## src/rtl/sm_event_pkg.sv

```systemverilog
`default_nettype none
// ============================================================================
// Module   : sm_event_pkg
// Brief    : Shared supervisory-state encodings and counter-width default.
// Revision : 1.0
// ============================================================================
package sm_event_pkg;

   localparam int c_CNT_W_DEFAULT = 8;

   typedef enum logic [1:0] {
      ST_IDLE  = 2'd0,
      ST_WARN  = 2'd1,
      ST_ALARM = 2'd2
   } sup_state_t;

endpackage
`default_nettype wire

```

## src/rtl/sat_counter.sv

```systemverilog
`default_nettype none
// ============================================================================
// Module   : sat_counter
// Brief    : Saturating up-counter with synchronous clear taking priority.
// Revision : 1.0
// ============================================================================
module sat_counter #(
   parameter int W = 8
) (
   input  logic         clk,
   input  logic         rst,
   input  logic         clr,
   input  logic         inc,
   output logic [W-1:0] q
);

   localparam logic [W-1:0] c_MAX = {W{1'b1}};

   logic [W-1:0] r_q;

   always_ff @(posedge clk or posedge rst) begin
      if (rst) begin
         r_q <= '0;
      end else if (clr) begin
         r_q <= '0;
      end else if (inc && (r_q != c_MAX)) begin
         r_q <= r_q + 1'b1;
      end
   end

   assign q = r_q;

endmodule
`default_nettype wire

```

## src/rtl/sm_event_monitor.sv

```systemverilog
`default_nettype none
// ============================================================================
// Module   : sm_event_monitor
// Brief    : Counts control-FSM events, escalates persistent err into a
//            sticky alarm, and exposes counter snapshots via req/ack.
// Revision : 1.0
// ============================================================================
module sm_event_monitor
   import sm_event_pkg::*;
#(
   parameter int CNT_W     = c_CNT_W_DEFAULT,
   parameter int ERR_LIMIT = 3,
   parameter int QUIET     = 4
) (
   input  logic             clk,
   input  logic             rst,
   input  logic             o1_in,
   input  logic             o2_in,
   input  logic             err_in,
   input  logic             clr,
   input  logic             rd_req,
   output logic             rd_ack,
   output logic [CNT_W-1:0] o1_cnt,
   output logic [CNT_W-1:0] o2_cnt,
   output logic [CNT_W-1:0] err_cnt,
   output logic [1:0]       state_out,
   output logic             alarm
);

   localparam logic [3:0] c_ERR_LIMIT = 4'(ERR_LIMIT);
   localparam logic [3:0] c_QUIET     = 4'(QUIET);

   logic             r_o1_prev;
   logic             r_o2_prev;
   logic             r_rd_prev;
   logic             r_rd_ack;
   logic             r_alarm;
   logic [CNT_W-1:0] r_o1_snap;
   logic [CNT_W-1:0] r_o2_snap;
   logic [CNT_W-1:0] r_err_snap;
   logic [CNT_W-1:0] w_o1_q;
   logic [CNT_W-1:0] w_o2_q;
   logic [CNT_W-1:0] w_err_q;
   logic             w_rd_rise;

   sup_state_t r_state;
   sup_state_t w_state_nxt;
   logic [3:0] r_run;
   logic [3:0] r_quiet;
   logic [3:0] w_run_nxt;
   logic [3:0] w_quiet_nxt;
   logic [3:0] w_run_inc;
   logic [3:0] w_quiet_inc;

   assign w_rd_rise   = rd_req & ~r_rd_prev;
   assign w_run_inc   = r_run + 4'd1;
   assign w_quiet_inc = r_quiet + 4'd1;

   sat_counter #(.W(CNT_W)) u_o1_cnt (
      .clk (clk),
      .rst (rst),
      .clr (clr),
      .inc (o1_in & ~r_o1_prev),
      .q   (w_o1_q)
   );

   sat_counter #(.W(CNT_W)) u_o2_cnt (
      .clk (clk),
      .rst (rst),
      .clr (clr),
      .inc (o2_in & ~r_o2_prev),
      .q   (w_o2_q)
   );

   sat_counter #(.W(CNT_W)) u_err_cnt (
      .clk (clk),
      .rst (rst),
      .clr (clr),
      .inc (err_in),
      .q   (w_err_q)
   );

   // Snapshots take the pre-update counter values, so a read coinciding
   // with clr still reports what was accumulated before the clear.
   always_ff @(posedge clk or posedge rst) begin
      if (rst) begin
         r_o1_prev  <= 1'b0;
         r_o2_prev  <= 1'b0;
         r_rd_prev  <= 1'b0;
         r_rd_ack   <= 1'b0;
         r_o1_snap  <= '0;
         r_o2_snap  <= '0;
         r_err_snap <= '0;
      end else begin
         r_o1_prev <= o1_in;
         r_o2_prev <= o2_in;
         r_rd_prev <= rd_req;
         r_rd_ack  <= w_rd_rise;
         if (w_rd_rise) begin
            r_o1_snap  <= w_o1_q;
            r_o2_snap  <= w_o2_q;
            r_err_snap <= w_err_q;
         end
      end
   end

   always_ff @(posedge clk or posedge rst) begin
      if (rst) begin
         r_state <= ST_IDLE;
         r_run   <= 4'd0;
         r_quiet <= 4'd0;
         r_alarm <= 1'b0;
      end else begin
         r_state <= w_state_nxt;
         r_run   <= w_run_nxt;
         r_quiet <= w_quiet_nxt;
         r_alarm <= (w_state_nxt == ST_ALARM);
      end
   end

   always_comb begin
      w_state_nxt = r_state;
      w_run_nxt   = r_run;
      w_quiet_nxt = r_quiet;
      if (clr) begin
         w_state_nxt = ST_IDLE;
         w_run_nxt   = 4'd0;
         w_quiet_nxt = 4'd0;
      end else begin
         case (r_state)
            ST_IDLE: begin
               if (err_in) begin
                  w_state_nxt = ST_WARN;
                  w_run_nxt   = 4'd1;
                  w_quiet_nxt = 4'd0;
               end
            end
            ST_WARN: begin
               if (err_in) begin
                  w_quiet_nxt = 4'd0;
                  w_run_nxt   = w_run_inc;
                  if (w_run_inc == c_ERR_LIMIT) w_state_nxt = ST_ALARM;
               end else begin
                  w_run_nxt   = 4'd0;
                  w_quiet_nxt = w_quiet_inc;
                  if (w_quiet_inc == c_QUIET) w_state_nxt = ST_IDLE;
               end
            end
            ST_ALARM: begin
               w_state_nxt = ST_ALARM;
            end
            default: begin
               w_state_nxt = ST_IDLE;
            end
         endcase
      end
   end

   assign rd_ack    = r_rd_ack;
   assign o1_cnt    = r_o1_snap;
   assign o2_cnt    = r_o2_snap;
   assign err_cnt   = r_err_snap;
   assign state_out = r_state;
   assign alarm     = r_alarm;

endmodule
`default_nettype wire

```

## config.mk

```make
export PLATFORM = sky130hd
export DESIGN_NAME = sm_event_monitor
export DESIGN_NICKNAME = d
export VERILOG_FILES = /design/src/rtl/sm_event_pkg.sv /design/src/rtl/sat_counter.sv /design/src/rtl/sm_event_monitor.sv
export SDC_FILE = /design/constraint.sdc
export NUM_CORES = 1
export LEC_CHECK = 0
export ABC_AREA = 1
export BUFFER_PORTS_ARGS = -buffer_cell sky130_fd_sc_hd__buf_2
export CAP_MARGIN = 20
export CORE_MARGIN = 8
export CORE_UTILIZATION = 35
export CTS_BUF_LIST = sky130_fd_sc_hd__clkbuf_2 sky130_fd_sc_hd__clkbuf_4 sky130_fd_sc_hd__clkbuf_8
export CTS_CLUSTER_DIAMETER = 100
export DETAILED_ROUTE_END_ITERATION = 8
export GPL_TIMING_DRIVEN = 1
export MAX_ROUTING_LAYER = met4
export PLACE_DENSITY = 0.51
export SYNTH_ARGS = -nofsm -noshare
export SYNTH_HDL_FRONTEND = slang
export SYNTH_SLANG_ARGS = --single-unit
```

## constraint.sdc

```tcl
create_clock -name clk -period 2.3 [get_ports clk]
set_input_delay 0.23 -clock clk [delete_from_list [all_inputs] [get_ports clk]]
set_output_delay 0.23 -clock clk [all_outputs]
set_load 0.05 [all_outputs]
```

======== Word level (Yosys, flattened, before mapping) ========
Index checks and enable logic that the tools add are counted.
word-level totals
  flip-flop bits (word level) ............. 63
operators by class
  $add $sub $neg .......................... 5
  equality and inequality tests ........... 9
  muxes and demuxes ....................... 20
  bitwise gates (word level) .............. 6
  reduce and logical (&&, ||, !) cells .... 9
operators with widths
  operator                                       number
  2-to-1 mux 8 bit                               6
  adder 8 x 1 -> 8 bit, second input constant    3
  2-to-1 mux 4 bit                               6
  != test 8 bit, second input constant           3
  case mux 4 bit (2 select lines)                2
  2-to-1 mux 2 bit                               5
  adder 4 x 1 -> 4 bit, second input constant    2
  case mux 2 bit (3 select lines)                1
  nonzero test 2 bit                             3
  == test 2 bit, second input constant           2
  == test 4 x 2 -> 1 bit, second input constant  1
  == test 4 x 3 -> 1 bit, second input constant  1
  bitwise AND 1 bit                              3
  logical AND 1 bit                              3
  != test 3 bit, second input constant           1
  inverter 1 bit                                 3
  nonzero test 3 bit                             1
  == test 2 x 1 -> 1 bit, second input constant  1
  logical NOT 2 bit                              1
  AND reduction 2 bit                            1

======== Depth between registers and ports, before layout ========
Gate-level depths: netlist of run 1.
  depth in word-level cells ............... 7
  gate-level depth with buffers ........... 10

======== By module ========
From an unflattened synthesis of run 1, not the netlist that was laid out.
second synthesis, totals
  cell total of the unflattened synthesis .. 397
  area, all modules ....................... 3161.8 um^2
by module, submodules not included
  module            times used  cells an instance  area each (um^2)  seq. area each (um^2)
  sm_event_monitor  1           190                1641.6            975.9
  sat_counter       3           69                 506.7             200.2

======== Least setup slack after synthesis of run 1 ========
Ideal clock, no wire load.
  kind .................................... reg2reg
  start point ............................. register r_state[1] (netlist: state_out[1])
  end point ............................... register r_run[0]
  library setup time ...................... 0.120 ns
  data arrival time ....................... 1.348 ns
  required time ........................... 2.180 ns
  path slack .............................. 0.832 ns
  cell stages (with the launch flop) ...... 6
  buffers on the path ..................... 0
  path through ............................ dfrtp_1 -> nor2_1 -> nor2_2 -> nand2_1 -> o211ai_1 -> inv_1
on the way
  longest elaborated chain between the ends .. 3
RTL lines
  item                                                                RTL line                 source
  from (decl)                                                         sm_event_monitor.sv:46   sup_state_t r_state;
  from (signal assigned)                                              sm_event_monitor.sv:114  r_state <= w_state_nxt;
  == test 2 x 1 -> 1 bit / logical NOT 2 bit (equally long branches)  sm_event_monitor.sv:130  case (r_state)
  case mux 4 bit (2 select lines), or another cell as far along       sm_event_monitor.sv:130
  2-to-1 mux 4 bit / AND reduction 2 bit (equally long branches)      n/a
  to (signal assigned)                                                sm_event_monitor.sv:115  r_run <= w_run_nxt;
  to (decl)                                                           sm_event_monitor.sv:48   logic [3:0] r_run;
Parallel ways exist; a longest one is shown, timed or not.
A chain may end at the register's enable or synchronous reset.

======== Worst setup path after layout of run 1 ========
  start point ............................. register u_err_cnt.r_q[0] (netlist: u_err_cnt.q[0])
  end point ............................... register u_err_cnt.r_q[3] (netlist: u_err_cnt.q[3])
on the way
  longest elaborated chain between the ends .. 3
RTL lines
  item                                                           RTL line                              source
  from (decl)                                                    sat_counter.sv:19                     logic [W-1:0] r_q;
  from (signal assigned)                                         sat_counter.sv:27                     r_q <= r_q + 1'b1;
  adder 8 x 1 -> 8 bit / != test 8 bit (equally long branches)   sat_counter.sv:27, sat_counter.sv:26
  2-to-1 mux 8 bit / logical AND 1 bit (equally long branches)   sat_counter.sv:26                     end else if (inc && (r_q != c_MAX)) begin
  2-to-1 mux 8 bit / nonzero test 2 bit (equally long branches)  n/a
Parallel ways exist; a longest one is shown, timed or not. The select of a mux whose other input is x is not followed.

==> flow_metrics.env, run 1 <==
export IMPL_drv_cap=0
export IMPL_rsz0062_at_grt="no"
export IMPL_hold_path_depth=2
export IMPL_period_needed_ns=1.50
export IMPL_final_util_pct=41.7
export IMPL_crit_family="compound AO/OA/AOI/OAI gates"
export IMPL_grt_ovfl_total=0
export IMPL_setup_worst_path_class="reg2reg"
export IMPL_vdd_ir_drop_max_v=0.000344
export IMPL_initial_core_util_pct=35.4
export IMPL_yosysTopAreaCell="dfrtp_1"
export IMPL_synth_top_area_share_pct=51.8
export IMPL_clk_pin_slew_ns=0.07
export IMPL_syn2layout_area_growth_pct=17.8
export IMPL_drive_gt1_share_pct=16.7
export IMPL_timing_fmax_ghz=0.668
export IMPL_postCtsSetupRepairBufs=0
export IMPL_cp_num_buf_inv=0
export IMPL_critPathMaxFanout=8
export IMPL_grt_pass1_vias=2473
export IMPL_routed_wl_um=6580
export IMPL_numPortBuffers=34
export IMPL_syn_area_um2=3040
export IMPL_drtAntennaViolNets=0
export IMPL_synth_edf_count=0
export IMPL_setup_viol=0
export IMPL_cp_start_kind="flip-flop"
export IMPL_path_depth=5
export IMPL_max_stage_delay_ns=0.41
export IMPL_synthArstFlopShare_pct=100
export IMPL_power_leakage_nw=1.81
export IMPL_cts_tree="yes"
export IMPL_numCtsBuffers=9
export IMPL_required_ns=2.51
export IMPL_synthTopCellsByArea="dfrtp_1 (52%), nand2_1 (11%), inv_1 (6.7%)"
export IMPL_antenna_found_initial=0
export IMPL_grt_usage_pct=12.4
export IMPL_stdcell_area_um2=3580
export IMPL_place_ws_ns=0.827
export IMPL_critPathArrivalTime_ns=1.70
export IMPL_n_antenna_cell=0
export IMPL_hold_path_class="in2reg"
export IMPL_slew_limit_headroom_pct=53.2
export IMPL_clock_sinks=63
export IMPL_clk_latency_ns=0.34
export IMPL_worstMarginPinSlew_ns=0.701
export IMPL_synth_seq_area_share_pct=51.8
export IMPL_synth_cell_types=29
export IMPL_hold_buffers=4
export IMPL_num_rows=34
export IMPL_yosys_warnings=0
export IMPL_endpoint_kind="flip-flop"
export IMPL_synth_top_flop_cell="dfrtp_1"
export IMPL_clock_skew_ns=0.00709
export IMPL_drt_drc_violations_left=0
export IMPL_placed_cell_area_um2=3350
export IMPL_power_mw=2.29
export IMPL_clockRootBuffer="clkbuf_8"
export IMPL_nNetsFinal=429
export IMPL_dr_pass1_iters=4
export IMPL_finalHoldViolCount=0
export IMPL_drv_slew=0
export IMPL_fin_setup_tns_ns=0
export IMPL_die_y_um=109
export IMPL_syn_instance_count=371
export IMPL_dieArea_um2=11900
export IMPL_avgSynthCellArea_um2=8.21
export IMPL_wire_per_inst_um=12.5
export IMPL_fp_coreArea_um2=8590
export IMPL_cts_resized=0
export IMPL_vias=2444
export IMPL_io_pins=35
export IMPL_htreeDepth=3
export IMPL_via_per_inst=4.63
export IMPL_power_density_nw_per_um2=638
export IMPL_ys_ff_latch=63
export IMPL_post_route_period_util_pct=65.1
export IMPL_outcome="complete, no violations"
export IMPL_grt_max_degree=64
export IMPL_synth_fp_nets=385
export IMPL_clk_path_buf_depth=2
export IMPL_ys_top_cells_by_count="nand2_1 (92), dfrtp_1 (63), inv_1 (54)"
export IMPL_gp_congestion=0.793
export IMPL_synth_most_common_cell="nand2_1"
export IMPL_dp_hpwl_um=4470
export IMPL_crit_chain="ha_1 -> nand3_1 -> nor2_1 -> o21ai_1 -> o21ai_0"
export IMPL_die_w_um=109
export IMPL_grt_pass1_wl_um=11400
export IMPL_worst_slack_ns=0.803
export IMPL_r2r_cells=5
export IMPL_drtIter0Drc=100
export IMPL_slowest_stage="dfrtp_1"
## cells by family (layout without fill, tap and decap cells)
kind of cell | count (synthesis) | in the layout | synth area share (%)
xor gates and xnor gates | 5 | 5 | 1.44
buffers and inverters | 65 | 114 | 8.30
and+or+nand+nor | 177 | 177 | 25.3
AOI/OAI and AO/OA | 54 | 54 | 10.3
DFF | 63 | 63 | 51.8
adders and majority gates | 7 | 7 | 2.88
## sequential cells by signal, indices dropped and copies added, names as in the netlist, 2 cells and up
name	flops
o2_cnt	8
state_out	2
err_cnt	8
r_run	4
u_o1_cnt.q	8
u_o2_cnt.q	8
u_err_cnt.q	8
o1_cnt	8
r_quiet	4
## per-stage QoR
step | hold WS, ns | std cells
6_report | 0.254 | 528
5_1_grt | 0.241 | 528
4_1_cts | 0.214 | 528
3_5_place_dp | 0.332 | 508
3_3_place_gp | 0.330 | 508
2_1_floorplan | 0.261 | 371
## cell usage in the layout, fill, tap and decap left out
master,synthesis,layout
nand2_1,92,92
dfrtp_1,63,63
inv_1,54,53
o21ai_0,38,38
nand3_1,34,34
buf_2,3,34
nor2_1,30,30
clkbuf_8,0,13
nand4_1,11,11
ha_1,7,7
o21ai_2,4,4
o22ai_1,4,4
xor2_1,4,4
dlygate4sd3_1,0,4
nor2_2,3,3
inv_2,2,3
o21ai_1,3,3
clkinv_2,0,3
nand2_2,2,2
a21oi_1,2,2
buf_4,0,2
nand2_4,1,1
clkinv_4,1,1
nor3b_1,1,1
a31oi_4,1,1
o2111ai_1,1,1
nor3_2,1,1
nand3b_1,1,1
o211ai_1,1,1
or2_2,1,1
xnor2_1,1,1
buf_12,0,1
## cell type report
cell class	count	area (um2)
Tap cell	108	135
Multi-Input combinational cell	243	1210
Inverter	57	219
Timing Repair Buffer	41	245
Sequential cell	63	1580
Clock inverter	3	15.0
Clock buffer	13	179
Fill cell	889	5010
## path summary, 6_finish.rpt
kind                                      from              to  slack [ns]
worst max-delay path            u_err_cnt.q[0]  u_err_cnt.q[3]        0.80
min in group asynchronous                  rst       r_o1_prev        0.50
worst max register to register  u_err_cnt.q[0]  u_err_cnt.q[3]        0.80
max in group asynchronous                  rst       o2_cnt[0]        1.53
worst min register to register       r_rd_prev          rd_ack        0.44
worst min-delay path                       clr    state_out[1]        0.25
## layer usage
metal | up-vias | wire, um | part of all wire, % | track usage (%)
met2 | 42 | 2940 | 45 | 18.6
met3 | 7 | 308 | 4.7 | 3.37
met1 | 1118 | 3260 | 49 | 15.5
li1 | 1277 | - | - | -
met5 | - | 0 | 0 | -
met4 | 0 | 80 | 1.2 | 5.40
## worst reg2reg max path, delay by kind of cell, from the launching register on
| kind | cells | cell delay [ns] |
|---|---|---|
| AND/OR/NAND/NOR | 2 | 0.22 |
| AO/OA/AOI/OAI | 2 | 0.50 |
| flip-flops | 1 | 0.41 |
| adder cells (fa/ha/maj) | 1 | 0.24 |
## power breakdown
part / internal, mW / total, mW / switching (mW)
clock: 0.504 / 0.933 / 0.430
combinational: 0.0484 / 0.200 / 0.152
sequential: 1.13 / 1.15 / 0.0198
No activity file was read; power rests on OpenSTA's default activity.
==> run 2, diff against run 1 <==
- clock period: 2.3 -> 1.39 ns (I/O delays scaled with it)
==> flow_metrics.env, run 2 (synthesized netlist as in run 1, its figures left out) <==
export IMPL_outcome="complete, no violations"
export IMPL_fillers=869
export IMPL_placed_cell_area_um2=3510
export IMPL_cp_start_kind="flip-flop"
export IMPL_power_leakage_nw=1.92
export IMPL_stdcell_area_um2=3830
export IMPL_drv_cap=0
export IMPL_clockRootBuffer="clkbuf_8"
export IMPL_n_antenna_cell=0
export IMPL_cts_tree="yes"
export IMPL_layout_commonest_cell="nand2_1"
export IMPL_hold_path_startpoint="err_in"
export IMPL_syn2layout_area_growth_pct=25.8
export IMPL_critPathArrivalTime_ns=1.58
export IMPL_drt_drc_violations_left=0
export IMPL_routed_wl_um=6920
export IMPL_grt_ovfl_total=0
export IMPL_clock_sinks=63
export IMPL_die_w_um=109
export IMPL_required_ns=1.62
export IMPL_dp_hpwl_um=4980
export IMPL_vdd_ir_drop_max_v=0.000406
export IMPL_dp_cells=523
export IMPL_numPortBuffers=34
export IMPL_num_rows=34
export IMPL_timing_fmax_ghz=0.737
export IMPL_setup_worst_path_class="reg2reg"
export IMPL_drv_slew=0
export IMPL_clock_skew_ns=0.00505
export IMPL_fin_setup_tns_ns=0
export IMPL_reg2reg_from="u_o1_cnt.q[1]"
export IMPL_initial_core_util_pct=35.4
export IMPL_startpoint="u_o1_cnt.q[1]"
export IMPL_cp_common_cell="nand2_2"
export IMPL_stdcell_count=547
export IMPL_power_density_nw_per_um2=974
export IMPL_dr_pass1_iters=4
export IMPL_finalHoldViolCount=0
export IMPL_worstMarginPinSlew_ns=0.308
export IMPL_setup_viol=0
export IMPL_period_needed_ns=1.36
export IMPL_grt_usage_pct=12.8
export IMPL_final_cell_mix="nand2_1 (88), dfrtp_1 (60), inv_1 (52), buf_2 (34), o21ai_0 (33)"
export IMPL_grt_pass1_vias=2539
export IMPL_via_per_inst=4.74
export IMPL_rsz0062_at_grt="yes"
export IMPL_drive_gt1_share_pct=25.3
export IMPL_fp_coreArea_um2=8590
export IMPL_io_pins=35
export IMPL_antenna_found_initial=0
export IMPL_final_util_pct=44.6
export IMPL_critPathMaxFanout=5
export IMPL_clk_pin_slew_ns=0.07
export IMPL_max_stage_delay_ns=0.38
export IMPL_dieArea_um2=11900
export IMPL_slew_limit_headroom_pct=79.5
export IMPL_vias=2594
export IMPL_slowest_stage="dfrtp_1"
export IMPL_post_route_period_util_pct=97.6
export IMPL_gp_congestion=0.790
export IMPL_clk_path_buf_depth=2
export IMPL_nNetsFinal=450
export IMPL_htreeDepth=3
export IMPL_numCtsBuffers=9
export IMPL_hold_path_class="in2reg"
export IMPL_grt_max_degree=44
export IMPL_endpoint_kind="flip-flop"
export IMPL_clk_latency_ns=0.33
export IMPL_crit_chain="ha_2 -> nand2_2 -> nor2_4 -> nand3_2 -> nand2_2 -> nand2_4 -> inv_4 -> o21ai_2"
export IMPL_wire_per_inst_um=12.6
export IMPL_die_y_um=109
export IMPL_drtIter0Drc=68
export IMPL_drtAntennaViolNets=0
export IMPL_grt_pass1_wl_um=11700
[run 2: through the flow]
stage | setup WS, ns | hold WS, ns | power (mW)
3_3_place_gp | 0.0470 | 0.251 | 2.32
5_1_grt | -0.0475 | 0.190 | 3.92
2_1_floorplan | 0.0759 | 0.170 | 2.18
6_report | 0.0340 | 0.172 | 3.73
4_1_cts | 0.00654 | 0.163 | 3.78
3_5_place_dp | 0.0173 | 0.253 | 2.33
[run 2: area by class of cell]
cell class | count | area (um2) | area share [%]
Clock buffer | 13 | 166 | 4.34
Clock inverter | 1 | 5.00 | 0.131
Inverter | 57 | 225 | 5.88
Multi-Input combinational cell | 243 | 1280 | 33.4
Sequential cell | 63 | 1580 | 41.3
Tap cell | 108 | 135 | 3.53
Timing Repair Buffer | 61 | 433 | 11.3
Timing Repair inverter | 1 | 6.26 | 0.163
[run 2: path summary, 6_finish.rpt]
| path | to | cells after the start | slack (ns) |
|---|---|---|---|
| hold reg to reg | o1_cnt[2] | 2 | 0.47 |
| min in group asynchronous | u_o1_cnt.q[5] | 4 | 0.44 |
| hold / removal | state_out[1] | 3 | 0.17 |
| max in group asynchronous | state_out[1] | 4 | 0.69 |
| setup reg to reg | u_o1_cnt.q[5] | 8 | 0.03 |
| setup / recovery | u_o1_cnt.q[5] | 8 | 0.03 |
[run 2: where the power goes]
| part | total, mW | switching (mW) | internal [mW] |
|---|---|---|---|
| registers | 1.91 | 0.0281 | 1.88 |
| clock network | 1.41 | 0.651 | 0.763 |
| logic | 0.409 | 0.280 | 0.130 |
[run 2: what timing repair did]
action                     CTS  global route
gates resized for setup      0            28
hold endpoints to repair    66             0
setup endpoints to repair    0            25
hold buffers                 4             0
buffers inserted             0             5
[run 2: per-layer routing]
layer / track usage, % / wire length (um)
met5: - / 0
met4: 5.50 / 99
met3: 3.19 / 339
met2: 19.2 / 3130
met1: 16.0 / 3350
[run 2: critical path: cells and delay by family (launching register included)]
kind / cells / cell delay (ns)
compound gates: 1 / 0.05
fa+ha+maj: 1 / 0.21
buf+inv: 1 / 0.10
flops: 1 / 0.38
simple gates: 5 / 0.50
==> run 3, diff against run 2 <==
- RECOVER_POWER: not set -> 25
==> flow_metrics.env, run 3 (synthesized netlist as in run 1, its figures left out) <==
export IMPL_outcome="complete, no violations"
export IMPL_dp_hpwl_um=4980
export IMPL_post_route_period_util_pct=97.5
export IMPL_setup_worst_path_class="reg2reg"
export IMPL_fp_coreArea_um2=8590
export IMPL_clk_pin_slew_ns=0.07
export IMPL_cp_common_cell="nand2_2"
export IMPL_via_per_inst=4.76
export IMPL_numCtsBuffers=9
export IMPL_drv_slew=0
export IMPL_grt_pass1_wl_um=11700
export IMPL_vdd_ir_drop_max_v=0.000406
export IMPL_cp_num_buf_inv=1
export IMPL_n_antenna_cell=0
export IMPL_die_y_um=109
export IMPL_drv_cap=0
export IMPL_slew_limit_headroom_pct=60.6
export IMPL_required_ns=1.62
export IMPL_clk_path_buf_depth=2
export IMPL_path_depth=8
export IMPL_num_rows=34
export IMPL_power_leakage_nw=1.91
export IMPL_dieArea_um2=11900
export IMPL_pwr_share_seq_pct=51.2
export IMPL_ff2ff_setup_slack_ns=0.03
export IMPL_wire_per_inst_um=12.7
export IMPL_final_util_pct=44.4
export IMPL_drtIter0Drc=87
export IMPL_fillers=873
export IMPL_critPathMaxFanout=5
export IMPL_critPathArrivalTime_ns=1.58
export IMPL_grt_ovfl_total=0
export IMPL_finalHoldViolCount=0
export IMPL_antenna_found_initial=0
export IMPL_comb_power_share_pct=10.8
export IMPL_routed_wl_um=6930
export IMPL_setup_viol=0
export IMPL_rsz0062_at_grt="yes"
export IMPL_holdWs_ns=0.172
export IMPL_die_w_um=109
export IMPL_final_cell_mix="nand2_1 (88), dfrtp_1 (60), inv_1 (52), o21ai_0 (33), nand3_1 (31)"
export IMPL_power_mw=3.72
export IMPL_cts_tree="yes"
export IMPL_gp_congestion=0.790
export IMPL_p_int_mw=2.76
export IMPL_drt_drc_violations_left=0
export IMPL_r2r_cells=8
export IMPL_p_switching_mw=0.958
export IMPL_layout_commonest_cell="nand2_1"
export IMPL_grt_max_degree=44
export IMPL_nNetsFinal=450
export IMPL_dr_pass1_iters=4
export IMPL_power_frac_clock_pct=38.0
export IMPL_slowest_stage="dfrtp_1"
export IMPL_worst_slack_ns=0.0341
export IMPL_grt_pass1_vias=2539
export IMPL_clockRootBuffer="clkbuf_8"
export IMPL_max_stage_delay_ns=0.38
export IMPL_worstMarginPinSlew_ns=0.591
export IMPL_power_density_nw_per_um2=977
export IMPL_clock_skew_ns=0.00505
export IMPL_crit_chain="ha_2 -> nand2_2 -> nor2_4 -> nand3_2 -> nand2_2 -> nand2_4 -> inv_4 -> o21ai_2"
export IMPL_numPortBuffers=34
export IMPL_drtAntennaViolNets=0
export IMPL_grt_usage_pct=12.8
export IMPL_hold_path_depth=3
export IMPL_initial_core_util_pct=35.4
export IMPL_place_ws_ns=0.0173
export IMPL_drive_gt1_share_pct=24.4
export IMPL_io_pins=35
export IMPL_clk_latency_ns=0.33
export IMPL_cp_start_kind="flip-flop"
export IMPL_switching_share_pct=25.7
export IMPL_syn2layout_area_growth_pct=25.2
export IMPL_vias=2601
export IMPL_crit_family="simple AND/OR/NAND/NOR gates"
export IMPL_htreeDepth=3
export IMPL_timing_fmax_ghz=0.738
export IMPL_clock_sinks=63
export IMPL_endpoint_kind="flip-flop"
export IMPL_hold_path_class="in2reg"
export IMPL_period_needed_ns=1.36
-- run 3: changes by cell type in the layout (fill, tap and decap cells not counted) --
| cell | change |
|---|---|
| buf_2 | -4 |
| clkbuf_1 | +3 |
| buf_1 | +1 |
| buf_12 | -1 |
| clkbuf_4 | +1 |
-- run 3: metrics by stage --
stage / std cells / area (um2) / TNS, ns
global route: 547 / 3810 / -0.380
CTS: 541 / 3720 / 0
floorplan: 371 / 3050 / 0
finish: 547 / 3810 / 0
global placement: 523 / 3510 / 0
detailed placement: 523 / 3510 / 0
-- run 3: layout make-up --
class                           instances  area [um2]  share of cell area (%)
Sequential cell                        63        1580                    41.5
Multi-Input combinational cell        243        1280                    33.5
Timing Repair Buffer                   61         415                    10.9
Inverter                               57         225                    5.91
Clock buffer                           13         166                    4.36
Tap cell                              108         135                    3.54
Timing Repair inverter                  1        6.26                   0.164
Clock inverter                          1        5.00                   0.131
-- run 3: path summary, 6_finish.rpt --
kind	startpoint	end
worst max-delay path	u_o1_cnt.q[1]	u_o1_cnt.q[5]
worst min-delay path	err_in	state_out[1]
worst max register to register	u_o1_cnt.q[1]	u_o1_cnt.q[5]
worst min register to register	o1_cnt[2]	o1_cnt[2]
max in group asynchronous	rst	err_cnt[2]
min in group asynchronous	rst	u_err_cnt.q[2]
-- run 3: power groups by stage --
stage	combinational, mW	clock [mW]	sequential, mW
after floorplan	0.158	0	2.02
after global placement	0.384	0	1.94
after detailed placement	0.388	0	1.94
after CTS	0.398	1.48	1.91
after global routing	0.449	1.56	1.91
final	0.403	1.41	1.91
-- run 3: worst register-to-register path, delay by kind of cell, from the launching register on --
family	cells	cell delay [ns]
buffers and inverters	1	0.11
adders and majority gates	1	0.21
and+or+nand+nor	5	0.51
DFF	1	0.38
AOI/OAI and AO/OA	1	0.05
-- run 3: repair_timing --
action,CTS,global route
hold buffers,4,0
gates resized for setup,0,28
setup buffers,0,5
endpoints found under the setup margin,0,25
endpoints found under the hold margin,66,0
-- run 3: metal layers --
metal | global-route usage [%] | share of wire, %
met1 | 16.0 | 48
met2 | 19.2 | 45
met3 | 3.19 | 5.1
met4 | 5.50 | 1.4
met5 | - | 0
